--- config.mk ---
export PLATFORM = sky130hd
export DESIGN_NAME = pflink_rx_deframer
export DESIGN_NICKNAME = d
export VERILOG_FILES = /design/src/rtl/pflink_rx_deframer.sv
export SDC_FILE = /design/constraint.sdc
export NUM_CORES = 1
export LEC_CHECK = 0
export CORE_ASPECT_RATIO = 1.75
export CORE_MARGIN = 2
export CORE_UTILIZATION = 48
export CTS_CLUSTER_SIZE = 25
export DETAILED_ROUTE_END_ITERATION = 8
export HOLD_SLACK_MARGIN = 0.06
export PLACE_DENSITY = 0.77
export SYNTH_ARGS = -nofsm -noshare
export SYNTH_HDL_FRONTEND = slang
export SYNTH_SLANG_ARGS = --single-unit
--- constraint.sdc ---
create_clock -name clk_link -period 3.5 [get_ports clk_link]
set_input_delay 0.7 -clock clk_link [delete_from_list [all_inputs] [get_ports clk_link]]
set_output_delay 0.7 -clock clk_link [all_outputs]
set_load 0.05 [all_outputs]
--- src/rtl/pflink_rx_deframer.sv ---
// Receive-side deframer for the optical link word stream.
// Recovers length-prefixed frames, drops PAD fill, forwards payload with the
// frame tag, verifies the trailing additive checksum and keeps frame counters.
//
// state   | meaning
// --------+-----------------------------------------------------------
// HUNT    | waiting for a valid SOF; all other words are ignored
// PAYLOAD | forwarding DATA words, remaining-word down-counter running
// CHECK   | next DATA word is the checksum for the frame just forwarded
module pflink_rx_deframer #(
  parameter int MAX_LEN   = 64,
  parameter int CNT_WIDTH = 16
) (
  input  logic                 clk_link,
  input  logic                 reset,
  input  logic [31:0]          rx_d,
  input  logic [3:0]           rx_k,
  input  logic                 rx_v,
  input  logic                 counter_reset,
  output logic                 out_valid,
  output logic [31:0]          out_data,
  output logic                 out_first,
  output logic [15:0]          out_tag,
  output logic                 frame_done,
  output logic                 frame_ok,
  output logic [2:0]           frame_err,
  output logic [CNT_WIDTH-1:0] frames_good,
  output logic [CNT_WIDTH-1:0] frames_bad
);

  typedef enum logic [1:0] {
    HUNT    = 2'd0,
    PAYLOAD = 2'd1,
    CHECK   = 2'd2
  } state_t;

  localparam logic [7:0]           MAX_LEN_B = 8'(MAX_LEN);
  localparam logic [CNT_WIDTH-1:0] CNT_MAX   = '1;

  state_t      state;
  logic [7:0]  rem_cnt;
  logic [31:0] sum_q;
  logic        first_q;
  // An invalid SOF that interrupts a frame owes a second done pulse, which
  // has to wait for the slot after the old frame's framing abort.
  logic        pend_bad_sof;

  logic       is_sof;
  logic       is_data;
  logic       is_pad;
  logic [7:0] sof_len;
  logic       sof_len_ok;

  // Word classification; everything outside SOF/DATA/PAD acts as an abort cause.
  always_comb begin
    is_sof     = rx_v && (rx_k == 4'b0001) && (rx_d[7:0] == 8'hBC);
    is_data    = rx_v && (rx_k == 4'h0);
    is_pad     = rx_v && (rx_k == 4'hF) && (rx_d == 32'h1C1C_1C1C);
    sof_len    = rx_d[15:8];
    sof_len_ok = (sof_len != 8'd0) && (sof_len <= MAX_LEN_B);
  end

  // Frame FSM with registered payload and completion outputs.
  always_ff @(posedge clk_link) begin
    if (reset) begin
      state        <= HUNT;
      rem_cnt      <= 8'd0;
      sum_q        <= 32'd0;
      first_q      <= 1'b0;
      pend_bad_sof <= 1'b0;
      out_valid    <= 1'b0;
      out_data     <= 32'd0;
      out_first    <= 1'b0;
      out_tag      <= 16'd0;
      frame_done   <= 1'b0;
      frame_ok     <= 1'b0;
      frame_err    <= 3'b000;
    end else begin
      out_valid    <= 1'b0;
      out_first    <= 1'b0;
      frame_done   <= 1'b0;
      frame_ok     <= 1'b0;
      frame_err    <= 3'b000;
      pend_bad_sof <= 1'b0;

      if (pend_bad_sof) begin
        frame_done <= 1'b1;
        frame_err  <= 3'b100;
      end

      if (!is_pad) begin
        case (state)
          HUNT: begin
            if (is_sof) begin
              if (sof_len_ok) begin
                state   <= PAYLOAD;
                rem_cnt <= sof_len;
                sum_q   <= 32'd0;
                first_q <= 1'b1;
                out_tag <= rx_d[31:16];
              end else if (pend_bad_sof) begin
                // Done slot already taken by the deferred abort; defer again.
                pend_bad_sof <= 1'b1;
              end else begin
                frame_done <= 1'b1;
                frame_err  <= 3'b100;
              end
            end
          end

          PAYLOAD, CHECK: begin
            if (is_data) begin
              if (state == PAYLOAD) begin
                out_valid <= 1'b1;
                out_data  <= rx_d;
                out_first <= first_q;
                first_q   <= 1'b0;
                sum_q     <= sum_q + rx_d;
                rem_cnt   <= rem_cnt - 8'd1;
                if (rem_cnt == 8'd1) begin
                  state <= CHECK;
                end
              end else begin
                frame_done <= 1'b1;
                frame_ok   <= (rx_d == sum_q);
                frame_err  <= (rx_d == sum_q) ? 3'b000 : 3'b001;
                state      <= HUNT;
              end
            end else if (is_sof) begin
              // Old frame ends with a framing abort; the new SOF is taken as in HUNT.
              frame_done <= 1'b1;
              frame_err  <= 3'b100;
              if (sof_len_ok) begin
                state   <= PAYLOAD;
                rem_cnt <= sof_len;
                sum_q   <= 32'd0;
                first_q <= 1'b1;
                out_tag <= rx_d[31:16];
              end else begin
                pend_bad_sof <= 1'b1;
                state        <= HUNT;
              end
            end else begin
              frame_done <= 1'b1;
              frame_err  <= 3'b010;
              state      <= HUNT;
            end
          end

          default: state <= HUNT;
        endcase
      end
    end
  end

  // Saturating good/bad frame counters; counter_reset wins over increment.
  always_ff @(posedge clk_link) begin
    if (reset || counter_reset) begin
      frames_good <= '0;
      frames_bad  <= '0;
    end else if (frame_done) begin
      if (frame_ok) begin
        if (frames_good != CNT_MAX) frames_good <= frames_good + 1'b1;
      end else begin
        if (frames_bad != CNT_MAX) frames_bad <= frames_bad + 1'b1;
      end
    end
  end

endmodule

==> reports/metrics.yaml <==
outcome: "finished, final reports clean"
clock_path_buffers: 2
via_count_of_the_first_global_routing_pass: 7025
timing.rr.end: "sum_q[28]$_SDFFE_PP0P_"
placementRows: 58
hpwlAfterDp_mm: 16.54
cts_buffers: 17
synth.lib_cells_used.distinct: 64
post_drt_wl_per_cell_um: 17.76
fmaxAchievable_mhz: 295.2
vias_per_cell: 5.692
criticalPathCategory: "in2reg"
number_of_pins_exceeding_their_max_slew_limit_in_the_final_report: 0
netlist_top_cells_count: "131 x dfxtp_1, 118 x nand2_1, 92 x a21oi_1"
route.layer.met1.wl_mm: 7.728
fp.coreArea_um2: 14220
cts_tree: "yes"
worst-path-max-fanout: 4
gp_congestion: 0.9354
post-synth-top-count-cell: "dfxtp_1"
netlist_instances: 845
critical_path_required_ns: 3.86
cp.arrival_ns: 3.75
worst_r2r_startpoint: "sum_q[0]$_SDFFE_PP0P_"
grt_start_max_net_pins: 46
hold_bufs_at_cts: 0
initial_utilization_pct: 48.71
synth_warn: 0
route.met2.wl_mm: 11.77
hold_violations: 0
timing.critical_path.to_type: "flip-flop"
final_net_count: 1123
port-buffer-count: 126
timing_worst_slew_pin_value_ns: 1.099
htreeDepth: 4
synth.yosys.seq_area_share_pct: 37.85
die_h_um: 162.9
synthesis.nets: 925
reg2reg_setup_slack_ns: 0.49
setup_viol_count_final: 0
async_reset_ff_share_pct: 0
grt_overflow_total: 0
clock-sinks: 131
postLayoutCellArea_um2: 9599
peakVddDrop_uv: 422.8
start_point_of_the_critical_path: "rx_d[4]"
critical-path-slowest-cell: "clkdlybuf4s50_1"
netlist.top_cell.by_area: "dfxtp_1"
crit_start_category: "primary input"
finalClockSkew_ns: 0.008212
worst_path_largest_cell_delay_ns: 0.49
initial_antenna_violation_count: 0
rsz0062_at_grt: "no"
synth_edf_count: 0
min-delay-path-class: "reg2reg"
antenna-diode-count: 0
fin_total_pwr_w: 0.003825
place_area_um2: 8990
timing.final.crit_share_pct: 96.77
number_of_flip_flops_and_latches_in_the_synthesized_netlist: 131
dr.max_layer_used: "met4"
finalWorstPathRequiredPeriod_ns: 3.387
worstPathCellList: "clkdlybuf4s50_1 > ha_1 > a21o_1 > a221oi_2 > nand2b_4 > o311a_4 > o21ai_2 > a221o_2 > buf_4 > a31oi_2 > mux2_2 > nand3_1"
chipWidth_um: 94.82
path_clk_slew_ns: 0.06
vias: 7035
total_wirelength_of_the_detailed_routed_design_mm: 21.95
power.leakage_nw: 3.945
synth_largest_type_area_fraction_pct: 37.85
first_iter_violations: 486
top_level_ports: 127
synth_area_um2: 6928
postLayoutCoreUtil_pct: 67.49
die-area_um2: 15450
clk-insertion-delay-late_ns: 0.42
filler_cell_count: 1187
worst-r2r-cell-count: 12
syn_to_final_growth_pct: 38.56
endpoint_of_the_most_critical_setup_path: "sum_q[28]$_SDFFE_PP0P_"
post_detailed_route_count_of_antenna_violating_nets: 0
cts-root-buf: "clkbuf_16"
yosys-top-cells-area: "dfxtp_1 38%, ha_1 7.0%, a21oi_1 6.6%"
drt_first_pass_iters: 5
routed-wl-met3_um: 912
drc: 0
layout_cell_share_with_drive_strength_beyond_1_pct: 15.15
max-cap-violations: 0
maxSlewHeadroom_pct: 26.33
syn_avg_cell_area_um2: 8.199
ys.flop_type: "dfxtp_1"
power_density_nw_per_um2: 398.5
first_pass_grt_wire_length_mm: 34.24
gr-usage-all-layers_pct: 28.53
flip-flops by register name, summed over array words and instances (netlist names):
register	count
frames_bad	16
frame_ok	1
out_data	32
frame_err	3
first_q	1
state	2
frame_done	1
out_first	1
out_tag	16
out_valid	1
rem_cnt	8
pend_bad_sof	1
frames_good	16
sum_q	32
where the power goes:
group          leakage [nW]  total, W  internal, W  switching [W]
clock network         0.275   0.00172     0.000940       0.000776
registers              1.06   0.00154      0.00152      0.0000232
logic                  2.61  0.000570     0.000244       0.000326
timing repair:
action	CTS	global route
setup buffers	1	1
pin swaps	1	4
gates resized for setup	4	2
setup endpoints to repair	2	3
worst min path at each step:
stage / cells past startpoint / from / end
final: 2 / out_data[22]$_SDFFE_PP0P_ / out_data[22]$_SDFFE_PP0P_
after global placement: 2 / out_data[31]$_SDFFE_PP0P_ / out_data[31]$_SDFFE_PP0P_
after detailed placement: 2 / out_data[18]$_SDFFE_PP0P_ / out_data[18]$_SDFFE_PP0P_
after global routing: 2 / out_data[23]$_SDFFE_PP0P_ / out_data[23]$_SDFFE_PP0P_
after floorplan: 2 / first_q$_SDFFE_PP0P_ / out_first$_SDFF_PP0_
after CTS: 2 / out_data[22]$_SDFFE_PP0P_ / out_data[22]$_SDFFE_PP0P_
area by class of cell:
type                    instances  area (um^2)  area share [%]
multi-input cells             649         4074           42.44
repair buffers                228         2049           21.35
inverters                      16        60.06          0.6257
clock buffers                  17        425.4           4.432
clock inverters                15        142.6           1.486
flip-flops and latches        131         2623           27.32
well taps                     180        225.2           2.346
per-layer routing:
layer | vias to the layer above | GRT usage, %
li1 | 3406 | -
met1 | 3296 | 27.56
met2 | 251 | 52.48
met3 | 82 | 5.368
met4 | 0 | 20.16
met5 | - | 0
critical path: cells and delay by family:
family	cells	cell delay [ns]
and+or+nand+nor	2	0.27
muxes	1	0.35
buffers and inverters	2	0.65
AOI/OAI and AO/OA	6	1.39
adders and majority gates	1	0.38
kinds of logic after synthesis:
family	Yosys count	synth area share (%)
xor+xnor	51	6.447
simple gates	335	23.23
compound gates	203	18.55
mux	20	2.908
flops	131	37.85
fa+ha+maj	40	7.333
buf+inv	65	3.684
cells in the final DEF, fill, tap and decap left out, drive strengths merged, types with 17 or more instances in the layout:
| master | instances |
|---|---|
| dfxtp | 131 |
| a21oi | 92 |
| xnor2 | 22 |
| nor2 | 74 |
| mux2i | 19 |
| o21ai | 33 |
| clkdlybuf4s50 | 124 |
| clkbuf | 17 |
| buf | 103 |
| a21o | 27 |
| xor2 | 29 |
| ha | 39 |
| inv | 24 |
| nand3 | 42 |
| nand2 | 118 |
per-stage QoR:
stage	cells	setup slack [ns]	hold WS, ns	TNS [ns]
5_1_grt	1236	0.02917	0.4771	0
6_report	1236	0.1130	0.4554	0
2_1_floorplan	845	0.1652	0.4247	0
3_5_place_dp	1202	-0.5290	0.4474	-3.513
3_3_place_gp	1202	-0.4993	0.4400	-3.233
4_1_cts	1235	0.0007505	0.4567	0
No activity file was read; power rests on OpenSTA's default activity.
